File: config.mk
export PLATFORM = sky130hd
export DESIGN_NAME = display_mux_dois_digitos
export DESIGN_NICKNAME = d
export VERILOG_FILES = /design/src/rtl/display_mux_dois_digitos.sv
export SDC_FILE = /design/constraint.sdc
export NUM_CORES = 1
export LEC_CHECK = 0
export ABC_AREA = 1
export CAP_MARGIN = 20
export CORE_UTILIZATION = 52
export CTS_CLUSTER_DIAMETER = 80
export CTS_CLUSTER_SIZE = 14
export DETAILED_ROUTE_END_ITERATION = 8
export PLACE_DENSITY = 0.8
export SKIP_LAST_GASP = 1
export SLEW_MARGIN = 10
export SYNTH_ARGS = -nofsm -noshare
export SYNTH_HDL_FRONTEND = slang
export SYNTH_SLANG_ARGS = --single-unit
File: constraint.sdc
create_clock -name clock -period 1.35 [get_ports clock]
set_input_delay 0.405 -clock clock [delete_from_list [all_inputs] [get_ports clock]]
set_output_delay 0.405 -clock clock [all_outputs]
set_load 0.005 [all_outputs]
File: src/rtl/display_mux_dois_digitos.sv
// Two-digit common-anode 7-segment multiplexer with dead-time between slots.
// Digits load on carrega and apply only at an APAGA->MOSTRA boundary. Optional: BLANK_ZERO_EN.
module display_mux_dois_digitos #(
    parameter int DIVISOR = 50000,
    parameter int APAGADO = 16
) (
    input  logic       clock,
    input  logic       reset,
    input  logic       carrega,
    input  logic [3:0] unidade,
    input  logic [3:0] dezena,
    output logic [6:0] segmentos,
    output logic [1:0] habilita,
    output logic       pendente
);

    localparam int MAXC = (DIVISOR > APAGADO) ? DIVISOR : APAGADO;
    localparam int CW   = $clog2(MAXC + 1);
    localparam logic [CW-1:0] FIM_MOSTRA = CW'(DIVISOR - 1);
    localparam logic [CW-1:0] FIM_APAGA  = CW'(APAGADO - 1);

    typedef enum logic [1:0] {
        MOSTRA_UNID = 2'd0,
        APAGA_1     = 2'd1,
        MOSTRA_DEZ  = 2'd2,
        APAGA_2     = 2'd3
    } estado_t;

    estado_t       estado_q, estado_d;
    logic [CW-1:0] cont_q, cont_d;
    logic [3:0]    pend_unid_q, pend_unid_d;
    logic [3:0]    pend_dez_q, pend_dez_d;
    logic [3:0]    ativo_unid_q, ativo_unid_d;
    logic [3:0]    ativo_dez_q, ativo_dez_d;
    logic          pendente_q, pendente_d;
    logic [6:0]    segmentos_q, segmentos_d;
    logic [1:0]    habilita_q, habilita_d;
    logic          fim;
    logic          fronteira;

    function automatic logic [6:0] enc(input logic [3:0] d);
        logic [6:0] s;
        case (d)
            4'd0:    s = 7'h40;
            4'd1:    s = 7'h79;
            4'd2:    s = 7'h24;
            4'd3:    s = 7'h30;
            4'd4:    s = 7'h19;
            4'd5:    s = 7'h12;
            4'd6:    s = 7'h02;
            4'd7:    s = 7'h78;
            4'd8:    s = 7'h00;
            4'd9:    s = 7'h10;
            default: s = 7'h06;
        endcase
        return s;
    endfunction

    always_comb begin
        estado_d     = estado_q;
        cont_d       = cont_q + 1'b1;
        pend_unid_d  = pend_unid_q;
        pend_dez_d   = pend_dez_q;
        ativo_unid_d = ativo_unid_q;
        ativo_dez_d  = ativo_dez_q;
        pendente_d   = pendente_q;
        segmentos_d  = 7'h7F;
        habilita_d   = 2'b11;

        if (estado_q == MOSTRA_UNID || estado_q == MOSTRA_DEZ)
            fim = (cont_q == FIM_MOSTRA);
        else
            fim = (cont_q == FIM_APAGA);
        fronteira = fim && (estado_q == APAGA_1 || estado_q == APAGA_2);

        if (fim) begin
            cont_d = '0;
            case (estado_q)
                MOSTRA_UNID: estado_d = APAGA_1;
                APAGA_1:     estado_d = MOSTRA_DEZ;
                MOSTRA_DEZ:  estado_d = APAGA_2;
                default:     estado_d = MOSTRA_UNID;
            endcase
        end

        if (carrega) begin
            pend_unid_d = unidade;
            pend_dez_d  = dezena;
        end

        // A load coinciding with the boundary bypasses the pending regs entirely.
        if (fronteira) begin
            ativo_unid_d = carrega ? unidade : pend_unid_q;
            ativo_dez_d  = carrega ? dezena  : pend_dez_q;
            pendente_d   = 1'b0;
        end else if (carrega) begin
            pendente_d = 1'b1;
        end

        case (estado_q)
            MOSTRA_UNID: begin
                habilita_d  = 2'b10;
                segmentos_d = enc(ativo_unid_q);
            end
            MOSTRA_DEZ: begin
                habilita_d  = 2'b01;
`ifdef BLANK_ZERO_EN
                segmentos_d = (ativo_dez_q == 4'd0) ? 7'h7F : enc(ativo_dez_q);
`else
                segmentos_d = enc(ativo_dez_q);
`endif
            end
            default: begin
                habilita_d  = 2'b11;
                segmentos_d = 7'h7F;
            end
        endcase
    end

    always_ff @(posedge clock or posedge reset) begin
        if (reset) begin
            estado_q     <= MOSTRA_UNID;
            cont_q       <= '0;
            pend_unid_q  <= '0;
            pend_dez_q   <= '0;
            ativo_unid_q <= '0;
            ativo_dez_q  <= '0;
            pendente_q   <= 1'b0;
            segmentos_q  <= 7'h7F;
            habilita_q   <= 2'b11;
        end else begin
            estado_q     <= estado_d;
            cont_q       <= cont_d;
            pend_unid_q  <= pend_unid_d;
            pend_dez_q   <= pend_dez_d;
            ativo_unid_q <= ativo_unid_d;
            ativo_dez_q  <= ativo_dez_d;
            pendente_q   <= pendente_d;
            segmentos_q  <= segmentos_d;
            habilita_q   <= habilita_d;
        end
    end

    assign segmentos = segmentos_q;
    assign habilita  = habilita_q;
    assign pendente  = pendente_q;

endmodule
# [Word level (Yosys, flattened, before mapping)]
# Memories as Yosys holds them, arrays and structs flattened.
# Index checks and enable logic that the tools add are counted.
[word_totals] n_memories=2 reg_bits=44 romBits=224 in_bits=11 wordCells=31 output_inout_bits=10
[mem_list] memory="(name not given)" depth=16 width=7 rd=1 rd_clocked_by_memory_dff=0 write_ports=0 line_no="43" source="case (d)"
[mem_list] memory="(name not given)" depth=16 width=7 rd=1 rd_clocked_by_memory_dff=0 write_ports=0 line_no="43"
[classes] eq_ne=5 reduce_logical=5 add_sub_neg=1 n_mux=9
[op_table] op="adder 16 x 1 -> 16 bit (second input constant)" count=1
[op_table] op="equality test 16 bit (second input constant)" count=1
[op_table] op="equality test 16 x 4 -> 1 bit (second input constant)" count=1
[op_table] op="2-to-1 mux 16 bit" count=1
[op_table] op="one-hot mux 7 bit (2 select lines)" count=1
[op_table] op="2-to-1 mux 4 bit" count=2
[op_table] op="one-hot mux 2 bit (3 select lines)" count=1
[op_table] op="equality test 2 bit (second input constant)" count=2
[op_table] op="one-hot mux 2 bit (2 select lines)" count=1
[op_table] op="2-to-1 mux 1 bit" count=3
[op_table] op="equality test 2 x 1 -> 1 bit (second input constant)" count=1
[op_table] op="zero test 2 bit" count=1
[op_table] op="logical OR 1 bit" count=2
[op_table] op="nonzero test 2 bit" count=1
[op_table] op="logical AND 1 bit" count=1

# [Longest topological paths before layout]
[depth] word_depth=5 mapped_depth=8 depth_no_buf=8

# [Least setup slack after synthesis]
# No wires, ideal clock.
[synth_timing] kind="register -> register" startpoint="register estado_q[0]" endpoint="register ativo_unid_q[3]" setup_time_ns=0.066 stages_incl_launch_ff=7 synth_period_minus_slack_ns=1.384 path_slack_ns=-0.034 path_buffers=1 arrival_ns=1.319 required_time_ns=1.284 path_cell_list="dfrtp_1 ha_1 or2_2 buf_2 nand4_4 nand2_1 nand2_1"
[synth_between] elab_chain_cells=4 word_cells_on_any_way=8 cone_classes="eq/ne: 3; mux: 1; reduce/logical: 4"
[synth_lines] item="start: declaration" line_no="29" source="estado_t estado_q, estado_d;"
[synth_lines] item="start signal: assignment" line_no="132" source="estado_q <= estado_d;"
[synth_lines] item="equality test 2 bit / zero test 2 bit (equally long branches)" line_no="70" source="if (estado_q == MOSTRA_UNID || estado_q == MOSTRA_DEZ)"
[synth_lines] item="logical OR 1 bit" line_no="70"
[synth_lines] item="2-to-1 mux 1 bit" line_no="70"
[synth_lines] item="logical AND 1 bit (*)" line_no="74" source="fronteira = fim && (estado_q == APAGA_1 || estado_q == APAGA_2);"
[synth_lines] item="end signal: assignment" line_no="136" source="ativo_unid_q <= ativo_unid_d;"
[synth_lines] item="end: declaration" line_no="33" source="logic [3:0] ativo_unid_q, ativo_unid_d;"
# Mark *: on every way between the ends. The rest lies on a longest branch, timed or not.
# A chain may end at the register's enable or synchronous reset.

# [Worst setup path in the final report]
[layout_timing] startpoint="register estado_q[0]" endpoint="register segmentos_q[6], in the netlist segmentos[6]"
[layout_between] elab_chain_cells=2 word_cells_on_any_way=3 cone_classes="eq/ne: 1; mux: 1; reduce/logical: 1"
[layout_lines] item="equality test 2 bit / zero test 2 bit (equally long branches)" line_no="100" source="case (estado_q)"
[layout_lines] item="one-hot mux 7 bit (2 select lines) (*)" line_no="100"
[layout_lines] item="via segmentos_d[6]" line_no="36" source="logic [6:0] segmentos_q, segmentos_d;"
[layout_lines] item="end signal: assignment" line_no="139" source="segmentos_q <= segmentos_d;"
[layout_lines] item="end: declaration" line_no="36"
# The timed path passes the listed nets; every way through them passes the cells marked *.

==> flow_metrics.env <==
export IMPL_status="finished with violations"
export IMPL_violations="DRC, setup timing"
export IMPL_antenna_found_initial=0
export IMPL_drcViolationCount=2
export IMPL_final_cells=399
export IMPL_hold_viol_final=0
export IMPL_syn_avg_cell_area_um2=8.33
export IMPL_drtPass1Iterations=6
export IMPL_post_drt_wl_per_cell_um=13.5
export IMPL_synth_cell_types=33
export IMPL_setup_viol=8
export IMPL_grt_use_met2_pct=44.3
export IMPL_drtIter0Drc=147
export IMPL_netlist_instances=295
export IMPL_syn_to_final_growth_pct=28.7
export IMPL_tightest_slew_ps=329
export IMPL_timing_final_ws_setup_ps=-26.1
export IMPL_numClockSinks=44
export IMPL_clockBufferDepth=2
export IMPL_final_nets=376
export IMPL_grt_busiest_layer="met2"
export IMPL_wirelength_um=5400
export IMPL_cts_inserted_buffers=5
export IMPL_port_buffers=20
export IMPL_yosys_warnings=0
export IMPL_ios=21
export IMPL_grt_use_met1_pct=25.3
export IMPL_clk_latency_ps=310
export IMPL_critPathLaunchType="flop"
export IMPL_ys_ff_latch=44
export IMPL_syn_area_um2=2460
export IMPL_ys_seq_area_share_pct=45.3
export IMPL_grtUsageMet3_pct=4.70
export IMPL_grt_pass1_vias=2159
export IMPL_vdd_drop_max_v=0.000550
export IMPL_fin_tns_setup_ps=-74.2
export IMPL_gp_congestion=0.886
export IMPL_dpl_hpwl_um=3770
export IMPL_ant_nets=0
export IMPL_drv_cap=0
export IMPL_clock_skew_ps=9.14
export IMPL_place_inst=383
export IMPL_fp_dieH_um=70.7
export IMPL_htree_levels=2
export IMPL_synth_top_area_cell="dfrtp_1"
export IMPL_synth_top_area_share_pct=35.6
export IMPL_num_vias=2129
export IMPL_die_w_um=70.7
export IMPL_grt_pass1_wl_um=9160
export IMPL_grt_total_usage_pct=23.5
export IMPL_cts_hold_buf=0
export IMPL_insertedDiodeCount=0
export IMPL_clk_pin_slew_ps=80
export IMPL_core_um2=4440
export IMPL_rsz0062_at_grt="true"
export IMPL_die_area_um2=5000
export IMPL_crit_type="reg -> reg"
export IMPL_vias_per_cell=5.34
export IMPL_grt_max_degree=31
export IMPL_min_path_type="in -> async"
export IMPL_p_leak_nw=1.64
export IMPL_slew_headroom_pct=78.1
export IMPL_final_layout_size_suffix_gt1_share_pct=28.2
export IMPL_fin_crit_ps=1380
export IMPL_timing_final_crit_share_pct=102
export IMPL_synth_nets=325
export IMPL_end_kind="flop"
export IMPL_fmax_mhz=727
export IMPL_start_util_pct=55.3
export IMPL_critPathRequiredTime_ps=1600
export IMPL_final_util_pct=71.2
export IMPL_critPathMaxFanout=7
export IMPL_cts_tree="built"
export IMPL_dp_slack_ps=-124
export IMPL_ys_top_cells_by_area="dfrtp_1 36%, nand2_1 13%, ha_1 9.7%"
export IMPL_arrival_ps=1630
export IMPL_gr_total_overflow=0
export IMPL_rows=24
export IMPL_power_density_nw_per_um2=791
export IMPL_power_mw=2.50
export IMPL_slew_violations=0
export IMPL_clockRootBuffer="clkbuf_8"
## final cells by class
class / count / area (µm²)
Multi-Input combinational cell: 209 / 1300
Fill cell: 336 / 1280
Sequential cell: 44 / 1110
Timing Repair Buffer: 45 / 400
Inverter: 41 / 168
Clock buffer: 5 / 68.8
Tap cell: 52 / 65.1
Clock inverter: 3 / 46.3
## cell families after synthesis
family                     Yosys count  share of synthesized area (%)
xor gates and xnor gates             6                           2.14
AOI/OAI and AO/OA                   25                           5.96
and+or+nand+nor                    157                           30.0
buffers and inverters               44                           6.98
adders and majority gates           19                           9.67
DFF                                 44                           45.3
## placed cells by master (no fill, tap or decap), types with 2 or more instances in the layout
master,synthesis,layout
nand2_1,82,76
dfrtp_1,35,34
inv_1,36,32
nor2_1,30,25
buf_4,0,20
ha_1,19,14
nand3_1,16,13
nand4_1,10,10
clkdlybuf4s50_1,0,10
dfstp_2,9,9
o21ai_0,11,8
nand2_2,1,7
a21oi_1,7,7
buf_2,2,7
nor2_2,3,5
xor2_1,5,5
clkbuf_8,0,5
inv_2,2,4
o21ai_1,1,4
nand3_2,2,4
ha_2,0,4
buf_6,0,4
nor2_4,0,3
nor3_1,5,3
buf_12,0,3
nor3_2,0,2
inv_4,1,2
nand2_4,2,2
inv_6,0,2
o221ai_1,2,2
clkinvlp_4,0,2
nand4_4,1,2
o21ai_2,2,2
or2_2,2,2
## synthesized netlist by cell type (all sizes together)
cell type and n:
o221ai 2, nor2 34, dfrtp 35, dfstp 9
or2 2, nand4 11, clkbuf 1, nor3 5
inv 39, o21ai 14, nand2 86, ha 19
nor3b 1, xnor2 1, buf 2, xor2 5
clkinv 2, nand3 18, a21o 1, a21oi 7
a41oi 1
## final timing paths
kind	from	endpoint	slack (ps)	cells past startpoint
min reg2reg	pend_unid_q[3]	pend_unid_q[3]	490	2
max reg2reg	estado_q[0]	segmentos[6]	-30	6
min in group clock	pend_unid_q[3]	pend_unid_q[3]	490	2
max	estado_q[0]	segmentos[6]	-30	6
max in group asynchronous	reset	segmentos[5]	680	3
min	reset	cont_q[12]	470	3
## what timing repair did
item | in CTS | in global routing
endpoints found under the setup margin | 33 | 40
cloned | 0 | 2
pin swaps | 4 | 20
endpoints found under the hold margin | 0 | 0
setup buffers | 3 | 3
gates resized for setup | 45 | 32
## layer usage
layer	wire (µm)	share of wire [%]
met4	198	3.7
met5	0	0
met2	2900	54
met1	2060	38
met3	233	4.3
## sequential cells by signal, summed over array words and instances (netlist names)
register	count
pend_dez_q	4
pend_unid_q	4
habilita	2
ativo_dez_q	4
ativo_unid_q	4
pendente	1
cont_q	16
segmentos	7
estado_q	2
## critical path, stage by stage, from the launching register on
cell     delay (ps)
dfrtp_2         500
inv_4           110
ha_2            210
nand2_1         100
nor2_1          170
o21ai_0         130
nand3_1         110
## power by group
part,switching [mW],internal [mW]
combinational,0.0590,0.0523
clock,0.487,0.557
sequential,0.00702,1.34
## through the flow
step	hold slack, ps	area [µm²]
global route	494	3160
global placement	459	2890
detailed placement	461	2890
floorplan	406	2460
CTS	467	3010
finish	468	3160
Note: power is estimated with default switching activity, not from simulation.
